$ cat src/rtl/ddr3_command_responder.sv
// DDR3 device stand-in for the memory controller: decodes command pins at ck rate,
// tracks open banks, stores write bursts in a small RAM and replays them on reads.
module ddr3_command_responder #(
  parameter int DQ_BITWIDTH           = 16,
  parameter int DM_BITWIDTH           = DQ_BITWIDTH / 8,
  parameter int ADDRESS_BITWIDTH      = 14,
  parameter int BANK_ADDRESS_BITWIDTH = 3,
  parameter int CWL                   = 5,
  parameter int DEFAULT_CL            = 5,
  localparam int NUM_BANKS            = 2 ** BANK_ADDRESS_BITWIDTH
) (
  input  logic                             clk,
  input  logic                             resetn,
  input  logic                             clk_slow_posedge,
  input  logic                             clk180_slow_posedge,
  input  logic                             reset_n,
  input  logic                             ck_en,
  input  logic                             cs_n,
  input  logic                             ras_n,
  input  logic                             cas_n,
  input  logic                             we_n,
  input  logic [BANK_ADDRESS_BITWIDTH-1:0] bank_address,
  input  logic [ADDRESS_BITWIDTH-1:0]      address,
  input  logic [DQ_BITWIDTH-1:0]           dq_in,
  input  logic [DM_BITWIDTH-1:0]           dm,
  output logic [DQ_BITWIDTH-1:0]           dq_out,
  output logic                             dq_oe,
  output logic                             read_beat_valid,
  output logic [NUM_BANKS-1:0]             open_bank_mask,
  output logic [15:0]                      refresh_count,
  output logic                             protocol_error
);

  localparam int RAM_AW = BANK_ADDRESS_BITWIDTH + 5;

  typedef enum logic [2:0] {
    CMD_MRS = 3'b000,
    CMD_REF = 3'b001,
    CMD_PRE = 3'b010,
    CMD_ACT = 3'b011,
    CMD_WR  = 3'b100,
    CMD_RD  = 3'b101,
    CMD_ZQ  = 3'b110,
    CMD_NOP = 3'b111
  } cmd_e;

  typedef enum logic [1:0] {S_IDLE, S_WAIT_LAT, S_BURST} state_e;

  state_e                           state;
  logic [3:0]                       cl;
  logic [3:0]                       lat_cnt;
  logic [2:0]                       beat;
  logic [BANK_ADDRESS_BITWIDTH-1:0] burst_bank;
  logic [1:0]                       burst_col;
  logic                             burst_read;

  logic [DQ_BITWIDTH-1:0] mem [2**RAM_AW];

  logic              cmd_valid;
  cmd_e              cmd;
  logic              bank_open;
  logic              beat_fire;
  logic [RAM_AW-1:0] ram_idx;
  logic              unused_addr_bits;

  assign cmd_valid = clk_slow_posedge & ck_en & ~cs_n;
  assign cmd       = cmd_e'({ras_n, cas_n, we_n});
  assign bank_open = open_bank_mask[bank_address];
  assign ram_idx   = {burst_bank, burst_col, beat};
  assign unused_addr_bits = ^{address[ADDRESS_BITWIDTH-1:11], address[9:7], address[2:0]};

  // Beat 0 lands on the ck rising edge where the latency count expires; later
  // beats alternate falling/rising strobes, odd beats on the falling edge.
  assign beat_fire = reset_n &
                     (((state == S_WAIT_LAT) & clk_slow_posedge & (lat_cnt == 4'd1)) |
                      ((state == S_BURST) & (beat[0] ? clk180_slow_posedge : clk_slow_posedge)));

  // NOTE: the RAM has no reset; its contents must survive both resets, and
  // leaving it out of the reset domain lets it map onto plain RAM primitives.
  always_ff @(posedge clk) begin
    if (beat_fire && !burst_read) begin
      for (int i = 0; i < DM_BITWIDTH; i++) begin
        if (!dm[i]) mem[ram_idx][i*8 +: 8] <= dq_in[i*8 +: 8];
      end
    end
  end

  // NOTE: all state here uses non-blocking assignments so every register
  // samples pre-edge values regardless of statement order.
  always_ff @(posedge clk or negedge resetn) begin
    if (!resetn) begin
      state           <= S_IDLE;
      cl              <= 4'(DEFAULT_CL);
      lat_cnt         <= '0;
      beat            <= '0;
      burst_bank      <= '0;
      burst_col       <= '0;
      burst_read      <= 1'b0;
      dq_out          <= '0;
      dq_oe           <= 1'b0;
      read_beat_valid <= 1'b0;
      open_bank_mask  <= '0;
      refresh_count   <= '0;
      protocol_error  <= 1'b0;
    end else if (!reset_n) begin
      state           <= S_IDLE;
      cl              <= 4'(DEFAULT_CL);
      lat_cnt         <= '0;
      beat            <= '0;
      burst_bank      <= '0;
      burst_col       <= '0;
      burst_read      <= 1'b0;
      dq_out          <= '0;
      dq_oe           <= 1'b0;
      read_beat_valid <= 1'b0;
      open_bank_mask  <= '0;
      refresh_count   <= '0;
      protocol_error  <= 1'b0;
    end else begin
      read_beat_valid <= 1'b0;

      if (cmd_valid) begin
        case (cmd)
          CMD_ACT: begin
            if (bank_open) protocol_error <= 1'b1;
            else open_bank_mask[bank_address] <= 1'b1;
          end
          CMD_PRE: begin
            if (address[10]) open_bank_mask <= '0;
            else open_bank_mask[bank_address] <= 1'b0;
          end
          CMD_REF: begin
            refresh_count <= refresh_count + 16'd1;
            if (|open_bank_mask) protocol_error <= 1'b1;
          end
          CMD_MRS: begin
            if (bank_address == '0) cl <= {1'b0, address[6:4]} + 4'd4;
          end
          CMD_RD, CMD_WR: begin
            if (!bank_open || state != S_IDLE) begin
              protocol_error <= 1'b1;
            end else begin
              state      <= S_WAIT_LAT;
              lat_cnt    <= (cmd == CMD_RD) ? cl : 4'(CWL);
              burst_bank <= bank_address;
              burst_col  <= address[4:3];
              burst_read <= (cmd == CMD_RD);
              beat       <= '0;
            end
          end
          default: ;
        endcase
      end

      case (state)
        S_IDLE: begin
          // Read data stays driven until the ck rising edge after beat 7.
          if (dq_oe && clk_slow_posedge) dq_oe <= 1'b0;
        end
        S_WAIT_LAT: begin
          if (clk_slow_posedge) begin
            if (lat_cnt == 4'd1) state <= S_BURST;
            else lat_cnt <= lat_cnt - 4'd1;
          end
        end
        S_BURST: begin
          if (beat_fire && beat == 3'd7) state <= S_IDLE;
        end
        default: state <= S_IDLE;
      endcase

      if (beat_fire) begin
        beat <= beat + 3'd1;
        if (burst_read) begin
          dq_out          <= mem[ram_idx];
          read_beat_valid <= 1'b1;
          dq_oe           <= 1'b1;
        end
      end
    end
  end

endmodule

$ cat config.mk
export PLATFORM = sky130hd
export DESIGN_NAME = ddr3_command_responder
export DESIGN_NICKNAME = d
export VERILOG_FILES = /design/src/rtl/ddr3_command_responder.sv
export SDC_FILE = /design/constraint.sdc
export NUM_CORES = 2
export LEC_CHECK = 0
export CAP_MARGIN = 20
export CORE_MARGIN = 8
export CORE_UTILIZATION = 55
export DETAILED_ROUTE_END_ITERATION = 8
export GPL_ROUTABILITY_DRIVEN = 0
export HOLD_SLACK_MARGIN = 0.06
export MAX_ROUTING_LAYER = met4
export PLACE_DENSITY = 0.75
export SLEW_MARGIN = 15
export SYNTH_ARGS = -nofsm -noshare
export SYNTH_HDL_FRONTEND = slang
export SYNTH_SLANG_ARGS = --single-unit
$ cat constraint.sdc
create_clock -name clk -period 4.1 [get_ports clk]
set_input_delay 0.615 -clock clk [delete_from_list [all_inputs] [get_ports clk]]
set_output_delay 0.615 -clock clk [all_outputs]
set_load 0.005 [all_outputs]
==> results.cfg <==
[logic_synthesis]
synth_xor_area_frac = 0.000706
synth_top_family_by_area = multiplexers
synthSimpleGateAreaFrac = 0.0297
netlist_area_um2 = 161000
yosys_warnings = 0
ys_seq_area_frac = 0.772
synth.ff_latch_count = 4158
syn_inst = 7806
synthAdderAreaFrac = 0.000621
ys_types = 67
synth_compound_area_frac = 0.0290
synth_edf_count = 4096
synth.area.mux_share = 0.153
ys.flop_type = edfxtp_1
async_flop_share = 0.0149
syn_avg_cell_area_um2 = 20.7
syn_nets = 7859

[routing]
firstDrtPassIters = 9
wl_per_cell_um = 31.1
vias = 83300
first_iter_violations = 10900
ant_nets = 0
via_per_inst = 6.42
finalWirelength_mm = 404
drc = 0

[worst_hold_path]
hp-class = in2reg

[clocking]
cts_tree = done
postCtsHoldBufs = 1
htreeDepth = 5
cts_setup_buffers = 0
clock_latency_ns = 0.95
clock-root-buffer = clkbuf_16
clkTransAtPathRegs_ns = 0.06
clock_sinks = 4158
cts_buffers = 400
clk_path_buf_depth = 4
post_cts_resized = 0

[critical_path]
r2r_slack_ns = 0.22
required_ns = 4.93
crit_path_end_kind = flip-flop
crit_fanout = 28
worstSetupPathType = reg2reg
cp.arrival_ns = 4.71
start_kind = flip-flop

[timing]
period_minus_slack_ns = 3.88
timing_hold_violations_final = 0
timing.final.crit_share = 0.947
skew_ns = 0.0444
tns_ns = 0
fmaxAchievable_mhz = 257
setup_viol = 0
slew-limit-headroom = 0.115
slew_violations = 0
worst_slew_pin_slew_ns = 1.33
rsz0062_at_grt = false

[final_layout]
nFillCells = 18700
final_cell_mix = edfxtp_1, mux4_2, buf_4, nor2_1, mux2i_1
layout.nets = 8761
drive_gt1_frac = 0.272
final_common_cell = edfxtp_1
area_delta_synth_final_pct = 15.2
post-route-util = 0.635

[die]
die_area_um2 = 311000
start_util = 0.551
ios = 88
die_y_um = 558
coreArea_um2 = 293000
fp-row-count = 199
die_w_um = 558

[pwr]
vdd_drop_max_mv = 0.347
p_per_area_nw_per_um2 = 452
p_leak_nw = 57.6

[grt]
grt_max_degree = 153
grt-ovfl-total = 0
grt_usage = 0.264
grt_pass1_wl_mm = 583
antenna_found_initial = 16
grt_pass1_vias = 84500

[place]
numPortBuffers = 78
place_hpwl_mm = 242

[run_status]
status = completed

[job]
drv_cap = 0
[flip-flops by register name, summed over array words and instances (netlist names)]
| signal | flops |
|---|---|
| burst_read | 1 |
| dq_out | 16 |
| cl | 4 |
| lat_cnt | 4 |
| protocol_error | 1 |
| refresh_count | 16 |
| mem | 4096 |
| burst_col | 2 |
| read_beat_valid | 1 |
| beat | 3 |
| state | 2 |
| dq_oe | 1 |
| burst_bank | 3 |
| open_bank_mask | 8 |
[Yosys cell counts, types with 7 or more instances]
library cell | n | area (um2)
a31oi_1 | 54 | 338
and3_1 | 35 | 219
dfrtp_1 | 60 | 1500
a21boi_0 | 8 | 60.1
o211a_1 | 14 | 140
mux2_2 | 32 | 360
inv_1 | 14 | 52.6
o22ai_1 | 97 | 607
nand3_1 | 84 | 420
and4_1 | 15 | 131
a22oi_1 | 150 | 1130
buf_1 | 31 | 116
nand4_1 | 42 | 263
o221ai_1 | 15 | 131
mux4_2 | 884 | 19900
mux2i_1 | 436 | 4360
o211ai_1 | 7 | 52.6
nor3_1 | 9 | 45.0
a41oi_1 | 13 | 114
a22o_1 | 30 | 263
o21ai_0 | 125 | 626
nor2b_1 | 20 | 125
nor2_1 | 599 | 2250
buf_4 | 56 | 420
ha_1 | 8 | 100
nand2b_1 | 9 | 56.3
buf_6 | 25 | 282
clkbuf_1 | 258 | 968
nand2_1 | 171 | 642
buf_2 | 119 | 596
nor4_1 | 32 | 200
xnor2_1 | 12 | 105
a221oi_1 | 61 | 534
edfxtp_1 | 4096 | 123000
o21ai_1 | 14 | 70.1
a21oi_1 | 90 | 450
and2_1 | 28 | 175
[layout make-up]
type,count,area (um2),area share
Inverter,15,61.3,0.000330
Tap cell,3919,4900,0.0264
Antenna cell,22,55.1,0.000296
Sequential cell,4158,125000,0.670
Timing Repair Buffer,989,8780,0.0473
Clock inverter,235,2460,0.0132
Clock buffer,500,10600,0.0568
Multi-Input combinational cell,3144,34400,0.185
[final timing paths]
path,from,cells after the start,end
worst max-delay path,beat[1]$_DFFE_PN0P_,9,dq_out[14]$_DFFE_PN0P_
worst min-delay path,dq_in[14],1,mem[29][14]$_DFFE_PP_
worst max register to register,beat[1]$_DFFE_PN0P_,9,dq_out[14]$_DFFE_PN0P_
worst min register to register,protocol_error$_DFFE_PN0P_,1,protocol_error$_DFFE_PN0P_
max in group asynchronous,resetn,2,beat[0]$_DFFE_PN0P_
min in group asynchronous,resetn,2,read_beat_valid$_DFF_PN0_
[critical path, stage by stage, from the launching register on]
cell	delay, ns
dfrtp_4	0.95
or4b_1	0.49
buf_4	0.33
o22ai_1	0.17
nor4_1	0.60
nand4_1	0.37
o21ai_0	0.39
buf_4	0.24
o211a_1	0.14
o21ai_1	0.06
[cells by family (layout without fill, tap and decap cells)]
kind of cell	Yosys count	after routing
adders and majority gates	8	8
other	0	22
xor gates and xnor gates	13	13
buffers and inverters	504	1739
muxes	1352	1352
AOI/OAI and AO/OA	697	697
DFF	4158	4158
and+or+nand+nor	1074	1074
[power breakdown]
part / internal, mW / switching [mW]
clock: 20.7 / 15.8
sequential: 46.7 / 0.000737
combinational: 0.100 / 0.773
[per-stage QoR]
| step | total power [mW] | cell area, um2 | setup WS, ns | hold slack (ns) | cells |
|---|---|---|---|---|---|
| 4_1_cts | 84.4 | 186000 | 0.313 | 0.173 | 13000 |
| 2_1_floorplan | 47.6 | 161000 | 1.13 | 0.319 | 7806 |
| 5_1_grt | 86.1 | 186000 | 0.268 | 0.158 | 13000 |
| 3_3_place_gp | 48.4 | 173000 | 0.381 | 0.479 | 12200 |
| 6_report | 84.1 | 186000 | 0.216 | 0.161 | 13000 |
| 3_5_place_dp | 48.4 | 173000 | 0.334 | 0.483 | 12200 |
[per-layer routing]
metal,track usage,vias up,share of wire
met5,-,-,0
met4,0.102,0,0.047
met3,0.0587,932,0.11
met2,0.416,4992,0.48
met1,0.339,43200,0.36
li1,-,34200,-
Note: power is estimated with default switching activity, not from simulation.
